### config.mk
export PLATFORM = sky130hd
export DESIGN_NAME = rob_retire
export DESIGN_NICKNAME = d
export VERILOG_FILES = /design/src/rtl/tomasulo_pkg.sv /design/src/rtl/rob_retire.sv
export SDC_FILE = /design/constraint.sdc
export NUM_CORES = 1
export LEC_CHECK = 0
export CAP_MARGIN = 20
export CORE_MARGIN = 2
export CORE_UTILIZATION = 50
export DETAILED_ROUTE_END_ITERATION = 10
export PLACE_DENSITY = 0.67
export RECOVER_POWER = 50
export SLEW_MARGIN = 30
export SYNTH_ARGS = -nofsm -noshare
export SYNTH_HDL_FRONTEND = slang
export SYNTH_SLANG_ARGS = --single-unit
### constraint.sdc
create_clock -name clk -period 3.9 [get_ports clk]
set_input_delay 1.17 -clock clk [delete_from_list [all_inputs] [get_ports clk]]
set_output_delay 1.17 -clock clk [all_outputs]
set_load 0.005 [all_outputs]
### src/rtl/tomasulo_pkg.sv
// Shared Tomasulo-core definitions: data-path widths, opcode encodings and the
// ROB entry record.
package tomasulo_pkg;

    localparam int unsigned ROB_DEPTH = 8;
    localparam int unsigned ROB_AW    = 3;
    localparam int unsigned REG_AW    = 4;
    localparam int unsigned DATA_W    = 8;
    localparam int unsigned OPC_W     = 4;

    localparam logic [OPC_W-1:0] OP_SUB   = 4'b0000;
    localparam logic [OPC_W-1:0] OP_ADD   = 4'b0001;
    localparam logic [OPC_W-1:0] OP_MUL   = 4'b0010;
    localparam logic [OPC_W-1:0] OP_DIV   = 4'b0011;
    localparam logic [OPC_W-1:0] OP_STORE = 4'b0100;
    localparam logic [OPC_W-1:0] OP_LOAD  = 4'b0101;

    typedef struct packed {
        logic              busy;
        logic              done;
        logic [OPC_W-1:0]  opcode;
        logic [REG_AW-1:0] dest;
        logic [DATA_W-1:0] value;
    } rob_entry_t;

endpackage

### src/rtl/rob_retire.sv
// Reorder buffer retire end: in-order allocation, tagged write-back and
// strictly in-order retirement of one completed entry per cycle.
module rob_retire
    import tomasulo_pkg::*;
(
    input  logic              clk,
    input  logic              rst_n,
    input  logic              alloc_valid,
    output logic              alloc_ready,
    input  logic [OPC_W-1:0]  alloc_opcode,
    input  logic [REG_AW-1:0] alloc_dest,
    output logic [ROB_AW-1:0] alloc_tag,
    input  logic              wb_valid,
    input  logic [ROB_AW-1:0] wb_tag,
    input  logic [DATA_W-1:0] wb_value,
    output logic              wb_err,
    output logic              ret_valid,
    output logic              ret_we,
    output logic [ROB_AW-1:0] ret_tag,
    output logic [REG_AW-1:0] ret_dest,
    output logic [DATA_W-1:0] ret_value,
    output logic [OPC_W-1:0]  ret_opcode,
    output logic [ROB_AW:0]   count,
    output logic              empty
);

    rob_entry_t        rob_q [ROB_DEPTH];
    rob_entry_t        rob_d [ROB_DEPTH];
    logic [ROB_AW-1:0] head_q, head_d;
    logic [ROB_AW-1:0] tail_q, tail_d;
    logic [ROB_AW:0]   count_q, count_d;

    logic              ret_valid_q, ret_valid_d;
    logic              ret_we_q, ret_we_d;
    logic [ROB_AW-1:0] ret_tag_q, ret_tag_d;
    logic [REG_AW-1:0] ret_dest_q, ret_dest_d;
    logic [DATA_W-1:0] ret_value_q, ret_value_d;
    logic [OPC_W-1:0]  ret_opcode_q, ret_opcode_d;
    logic              wb_err_q, wb_err_d;

    logic alloc_fire;
    logic retire_fire;
    logic wb_ok;

    // Full gates allocation on registered count only; a same-cycle retire does not free a slot.
    assign alloc_ready = (count_q != (ROB_AW + 1)'(ROB_DEPTH));
    assign alloc_tag   = tail_q;
    assign alloc_fire  = alloc_valid && alloc_ready;
    assign retire_fire = rob_q[head_q].busy && rob_q[head_q].done;
    assign wb_ok       = wb_valid && rob_q[wb_tag].busy && !rob_q[wb_tag].done;

    // Alloc targets a non-busy slot, write-back a busy not-done slot, retire a done slot,
    // so the three updates below never touch the same entry.
    always_comb begin
        rob_d        = rob_q;
        head_d       = head_q;
        tail_d       = tail_q;
        count_d      = count_q;
        ret_valid_d  = 1'b0;
        ret_we_d     = 1'b0;
        ret_tag_d    = ret_tag_q;
        ret_dest_d   = ret_dest_q;
        ret_value_d  = ret_value_q;
        ret_opcode_d = ret_opcode_q;
        wb_err_d     = wb_valid && !wb_ok;

        if (retire_fire) begin
            ret_valid_d          = 1'b1;
            ret_we_d             = (rob_q[head_q].opcode != OP_STORE);
            ret_tag_d            = head_q;
            ret_dest_d           = rob_q[head_q].dest;
            ret_value_d          = rob_q[head_q].value;
            ret_opcode_d         = rob_q[head_q].opcode;
            rob_d[head_q].busy   = 1'b0;
            rob_d[head_q].done   = 1'b0;
            head_d               = head_q + 1'b1;
        end

        if (alloc_fire) begin
            rob_d[tail_q].busy   = 1'b1;
            rob_d[tail_q].done   = 1'b0;
            rob_d[tail_q].opcode = alloc_opcode;
            rob_d[tail_q].dest   = alloc_dest;
            tail_d               = tail_q + 1'b1;
        end

        if (wb_ok) begin
            rob_d[wb_tag].value = wb_value;
            rob_d[wb_tag].done  = 1'b1;
        end

        case ({alloc_fire, retire_fire})
            2'b10:   count_d = count_q + 1'b1;
            2'b01:   count_d = count_q - 1'b1;
            default: count_d = count_q;
        endcase
    end

    always_ff @(posedge clk) begin
        if (!rst_n) begin
            for (int unsigned i = 0; i < ROB_DEPTH; i++) begin
                rob_q[i] <= '0;
            end
            head_q       <= '0;
            tail_q       <= '0;
            count_q      <= '0;
            ret_valid_q  <= 1'b0;
            ret_we_q     <= 1'b0;
            ret_tag_q    <= '0;
            ret_dest_q   <= '0;
            ret_value_q  <= '0;
            ret_opcode_q <= '0;
            wb_err_q     <= 1'b0;
        end else begin
            rob_q        <= rob_d;
            head_q       <= head_d;
            tail_q       <= tail_d;
            count_q      <= count_d;
            ret_valid_q  <= ret_valid_d;
            ret_we_q     <= ret_we_d;
            ret_tag_q    <= ret_tag_d;
            ret_dest_q   <= ret_dest_d;
            ret_value_q  <= ret_value_d;
            ret_opcode_q <= ret_opcode_d;
            wb_err_q     <= wb_err_d;
        end
    end

    assign ret_valid  = ret_valid_q;
    assign ret_we     = ret_we_q;
    assign ret_tag    = ret_tag_q;
    assign ret_dest   = ret_dest_q;
    assign ret_value  = ret_value_q;
    assign ret_opcode = ret_opcode_q;
    assign wb_err     = wb_err_q;
    assign count      = count_q;
    assign empty      = (count_q == '0);

endmodule

---- After elaboration in Yosys (flattened, before gate mapping) ----
Cells that the tools add are included.
cells by class
  add/subtract/negate cells ............... 4
  bitwise operators ....................... 3
  reduce and logical (&&, ||, !) cells .... 13
  eq/ne operators ......................... 4
  $lt $le $gt $ge ......................... 6
  muxes and demuxes ....................... 35
operators with widths
  operator                                                    number
  bitwise mux 144 bit                                         8
  demux 18 bit (select 3 bit)                                 8
  2-to-1 mux 144 bit                                          3
  binary-select mux 18 bit (select 3 bit)                     2
  2-to-1 mux 18 bit                                           6
  2-to-1 mux 17 bit                                           3
  2-to-1 mux 16 bit                                           1
  greater-or-equal comparator 4 bit, second input constant    3
  less-than comparator 4 x 1 -> 1 bit, second input constant  3
  2-to-1 mux 12 bit                                           1
  NOT 3 -> 4 bit                                              3
  logical AND 1 bit                                           8
  2-to-1 mux 8 bit                                            1
  case mux 4 bit (2 select lines)                             1
  adder 3 x 1 -> 3 bit, second input constant                 2
  adder 4 x 1 -> 4 bit, second input constant                 1
  logical NOT 4 bit                                           1
  inequality test 4 x 3 -> 1 bit, second input constant       1
  inequality test 4 bit, second input constant                1
  subtractor 4 x 1 -> 4 bit, second input constant            1
  == test 2 x 1 -> 1 bit, second input constant               1
  == test 2 bit, second input constant                        1
  logical NOT 1 bit                                           2
  AND reduction 2 bit                                         1
  2 further kinds                                             2
word-level totals
  logic and storage cells ................. 115
  input port bits ......................... 23
  output and inout bits ................... 31
  flip-flop bits (word level) ............. 176

---- Depth between registers and ports, before layout ----
  depth after elaboration ................. 16
  gate-level depth with buffers ........... 13

---- Least setup slack after synthesis ----
No wires, ideal clock.
  kind .................................... register to register
  from .................................... register head_q[0]
  to ...................................... register count_q[2], in the netlist count[2]
  buffers on the path ..................... 2
  data arrival time ....................... 2.700 ns
  stages on the path, launching flop included .. 13
  setup slack ............................. 1.130 ns
  library setup time ...................... 0.071 ns
  data required time ...................... 3.829 ns
  cell sequence ........................... dfxtp_1 -> buf_6 -> mux4_2 -> mux2i_1 -> a21oi_4 -> buf_2 -> ha_1 -> xor2_1 -> ha_1 -> a21oi_1 -> xor2_1 -> or3_1 -> a21oi_1
between the ends
  longest elaborated chain between the ends .. 7
  elaborated cells between the ends (all ways) .. 9
  classes of those cells .................. eq/ne (2); mux (4); bitwise (1); reduce/logical (2)
RTL lines
  element                                                                       RTL line           text
  start: declaration                                                            rob_retire.sv:29   logic [ROB_AW-1:0] head_q, head_d;
  start signal: assignment                                                      rob_retire.sv:104  head_q <= '0;
  start signal: assignment                                                      rob_retire.sv:116  head_q <= head_d;
  NOT 3 -> 4 bit (not written as such) (*)                                      rob_retire.sv:49   assign retire_fire = rob_q[head_q].busy && rob_q[head_q].done;
  binary-select mux 18 bit (select 3 bit) (*)                                   rob_retire.sv:49
  2-to-1 mux 18 bit (*) (2 in a row)                                            --
  logical AND 1 bit (*)                                                         rob_retire.sv:49
  == test 2 x 1 -> 1 bit / == test 2 bit (equally long branches)                rob_retire.sv:92   case ({alloc_fire, retire_fire})
  case mux 4 bit (2 select lines) / nonzero test 2 bit (equally long branches)  --
  end signal: assignment                                                        rob_retire.sv:118  count_q <= count_d;
  end: declaration                                                              rob_retire.sv:31   logic [ROB_AW:0] count_q, count_d;
Every way passes the cells marked *; elsewhere a longest branch is shown, timed or not. The select of a mux whose other input is x is not followed.
A chain may end at the register's enable or synchronous reset.

---- Worst setup path in the final report ----
  from .................................... input rst_n
  to ...................................... register head_q[1]
RTL lines
  element             RTL line         text
  start: declaration  rob_retire.sv:7  input logic rst_n,
No word-level cell between the ends.

==> summary.txt <==
Clock network
  – Post-CTS Hold Buffers: 0
  – Root Driver: clkbuf_16
  – Bufs on Longest Clock Path: 2
  – Clock latency on the worst-skew pair: 0.43 ns
  – CTS buffer count: 17
  – Clk slew on worst S/H paths: 0.07 ns
  – CTS Sinks: 176
  – H-tree levels: 4
  – Gates resized, CTS repair: 0
  – CTS tree: yes
  – Post-CTS Setup Inserts: 0

Yosys
  – Post-Synthesis Net Count: 850
  – Sequential area share after synthesis: 43.63%
  – Async set-reset flop share out of synthesis: 0%
  – Ys Warns: 0
  – Cell taking the most area after synthesis: dfxtp_1
  – Synth unique cells: 68
  – Ranking of synthesized cells by area: dfxtp_1, mux2i_1, nor2_1
  – Area fraction of the dominant cell type after synthesis: 43.63%
  – Synthesized area per cell: 9.825 sq um
  – Yosys reg bits: 176
  – Post-synth EDFFs: 0
  – Synth Flop Type: dfxtp_1
  – Synth Instances: 822
  – Syn Std Cell Area: 8076 sq um

STA
  – Setup TNS: 0 ns
  – Worst slew pin tran: 1.634 ns
  – RSZ-0062 raised after global routing: no
  – Rel. slew slack: -8.929%
  – Setup Skew: 0.007885 ns
  – Fin crit share: 85.59%
  – Setup Viol. Count Final: 0
  – Final hold viol count: 0
  – Max Fclk: 0.2996 GHz
  – Period minus WS final: 3.338 ns
  – Slew Viols, Final: 83

Setup path
  – Critical path launch point: rst_n
  – End point of the critical path: head_q[1]
  – CP Cell Sequence: dlygate4sd3_1 -> inv_4 -> clkbuf_2 -> o31ai_1
  – Family with the most delay on the worst path: buffers and inverters
  – RR Endpoint: ret_value[7]
  – Reg2reg start: head_q[0]
  – Critical Path End Type: flip-flop
  – Crit path max fanout: 82
  – WP buf/inv: 3
  – Crit path launch type: input pin
  – R2R depth: 6
  – CP peak stage delay: 1.23 ns
  – CP arrival: 3.59 ns
  – Critical path depth: 4
  – Req. time, crit path: 4.15 ns
  – CP Class: in2reg
  – CP max stage cell: clkbuf_2
  – FF-to-FF setup slack: 0.70 ns

Status
  – Status: finished with violations
  – Violated checks: max-capacitance violations, max-slew violations

Placement
  – Post-detail-place hpwl: 12.74 mm
  – IO Port Bufs: 53
  – Placer Congestion: 0.8310
  – Placed cell count: 1,031

Min path
  – Hold/Removal Path Class: reg2reg
  – Hold depth: 2

Cells and area
  – Fillcell total: 1,358
  – Diodes inserted: 0
  – Layout cell share with drive strength beyond 1: 10.77%
  – Commonest non-fill, non-tap cell in the layout: dfxtp_1
  – Commonest cells after routing, fill and taps aside: dfxtp_1, nor2_1, mux2i_1, nand2_1, clkdlybuf4s50_1
  – Nets: 862
  – Synth-to-Final Area Change: 13.17%
  – Core Util, Final: 57.75%
  – Non-Filler Instances: 1,061

Floorplan
  – Initial core utilization: 51.03%
  – Die Ht: 131.1 microns
  – Rows: 46
  – Die W: 131.1 microns
  – Overall die area: 17,190 sq um
  – I/O pin count: 54
  – Core area: 15,830 sq um

Power
  – Static Leak: 3.684 nW
  – Worst vdd ir: 0.0003100 V
  – PwrDens: 403.1 nW/um^2
  – Total power draw: 3.684 mW

Drt
  – Vias/cell: 5.798
  – Post-route ant nets: 0
  – DRC viols: 0
  – Vias: 6,152
  – Number of DRC markers in iteration 0: 478
  – DRT Pass-1 Iters: 5
  – WL per Instance: 18.84 microns
  – WL final: 19.99 mm

GRT
  – Met3 usage: 4.545%
  – Antenna violations before repair: 0
  – Total track usage: 24.19%
  – Grt ovf: 0
  – First-pass GRT wire length: 32.15 mm
  – Busiest grt layer: met2
  – Met1 usage in global routing: 31.73%
  – Pin count of the biggest net entering global routing: 83
  – Routing usage on met2: 39.84%
  – Vias in the first global route: 6,165

Flow run
  – Max-cap violations: 1
cell type report:
cell class              instances  area, sq um  area share (%)
clock buffers                  19        442.9           4.846
clock inverters                11        116.4           1.273
inverters                       9        43.79          0.4791
multi-input cells             554         4055           44.37
flip-flops and latches        176         3525           38.56
well taps                     216        270.3           2.957
repair buffers                 76        686.9           7.515
sequential cells by signal, summed over array words and instances (netlist names):
register and flops:
ret_value 8, ret_tag 3, rob_q 144, ret_we 1, alloc_tag 3, ret_valid 1, head_q 3, count 4
wb_err 1, ret_dest 4, ret_opcode 4
per-layer routing:
layer  part of all wire (%)  wire length [microns]
met1                     45                   8967
met4                    1.8                    362
met5                      0                      0
met3                    5.4                   1081
met2                     48                   9576
logic make-up (layout without fill, tap and decap cells):
logic type	after synthesis	after routing	synth area share, %
mux	174	174	24.04
xor+xnor	7	7	0.7591
simple gates	262	262	14.76
compound gates	106	106	9.729
flops	176	176	43.63
buf+inv	92	115	6.305
fa+ha+maj	5	5	0.7746
synth_stat cells (8+ instances only):
| cell | instances |
|---|---|
| a211oi_1 | 12 |
| a21oi_1 | 16 |
| a22oi_1 | 8 |
| buf_2 | 28 |
| buf_6 | 12 |
| clkbuf_1 | 36 |
| dfxtp_1 | 176 |
| mux2_2 | 9 |
| mux2i_1 | 149 |
| mux4_2 | 15 |
| nand2_1 | 33 |
| nand3_1 | 16 |
| nor2_1 | 163 |
| o21ai_0 | 19 |
report_power, final:
| group | leakage, nW | internal, mW | switching [mW] |
|---|---|---|---|
| Sequential | 1.42 | 1.82 | 0.0226 |
| Combinational | 1.98 | 0.0846 | 0.114 |
| Clock | 0.282 | 0.949 | 0.693 |
stage by stage:
step / hold WS [ns] / instance area [sq um] / worst slack (ns)
floorplan: 0.4524 / 8077 / 1.130
global placement: 0.4447 / 8635 / 0.3748
detailed placement: 0.4526 / 8635 / 0.3097
CTS: 0.4618 / 9194 / 0.7539
global route: 0.4887 / 9140 / 0.3564
finish: 0.4594 / 9140 / 0.5619
worst register-to-register path, stage by stage, from the launching register on:
cell and delay (ns):
dfxtp_1 0.75, mux2i_1 0.22, mux4_2 0.54, a21oi_1 0.30, clkbuf_2 0.78, o221ai_1 0.29, o211a_1 0.19
how the worst min path moves through the flow:
| stage | startpoint | endpoint | slack (ns) |
|---|---|---|---|
| after detailed placement | ret_tag[0] | ret_tag[0] | 0.45 |
| final | ret_tag[0] | ret_tag[0] | 0.46 |
| after global routing | ret_tag[0] | ret_tag[0] | 0.49 |
| after global placement | ret_tag[0] | ret_tag[0] | 0.44 |
| after CTS | ret_tag[0] | ret_tag[0] | 0.46 |
| after floorplan | rob_q[88] | rob_q[88] | 0.45 |
Note: power is estimated with default switching activity, not from simulation.
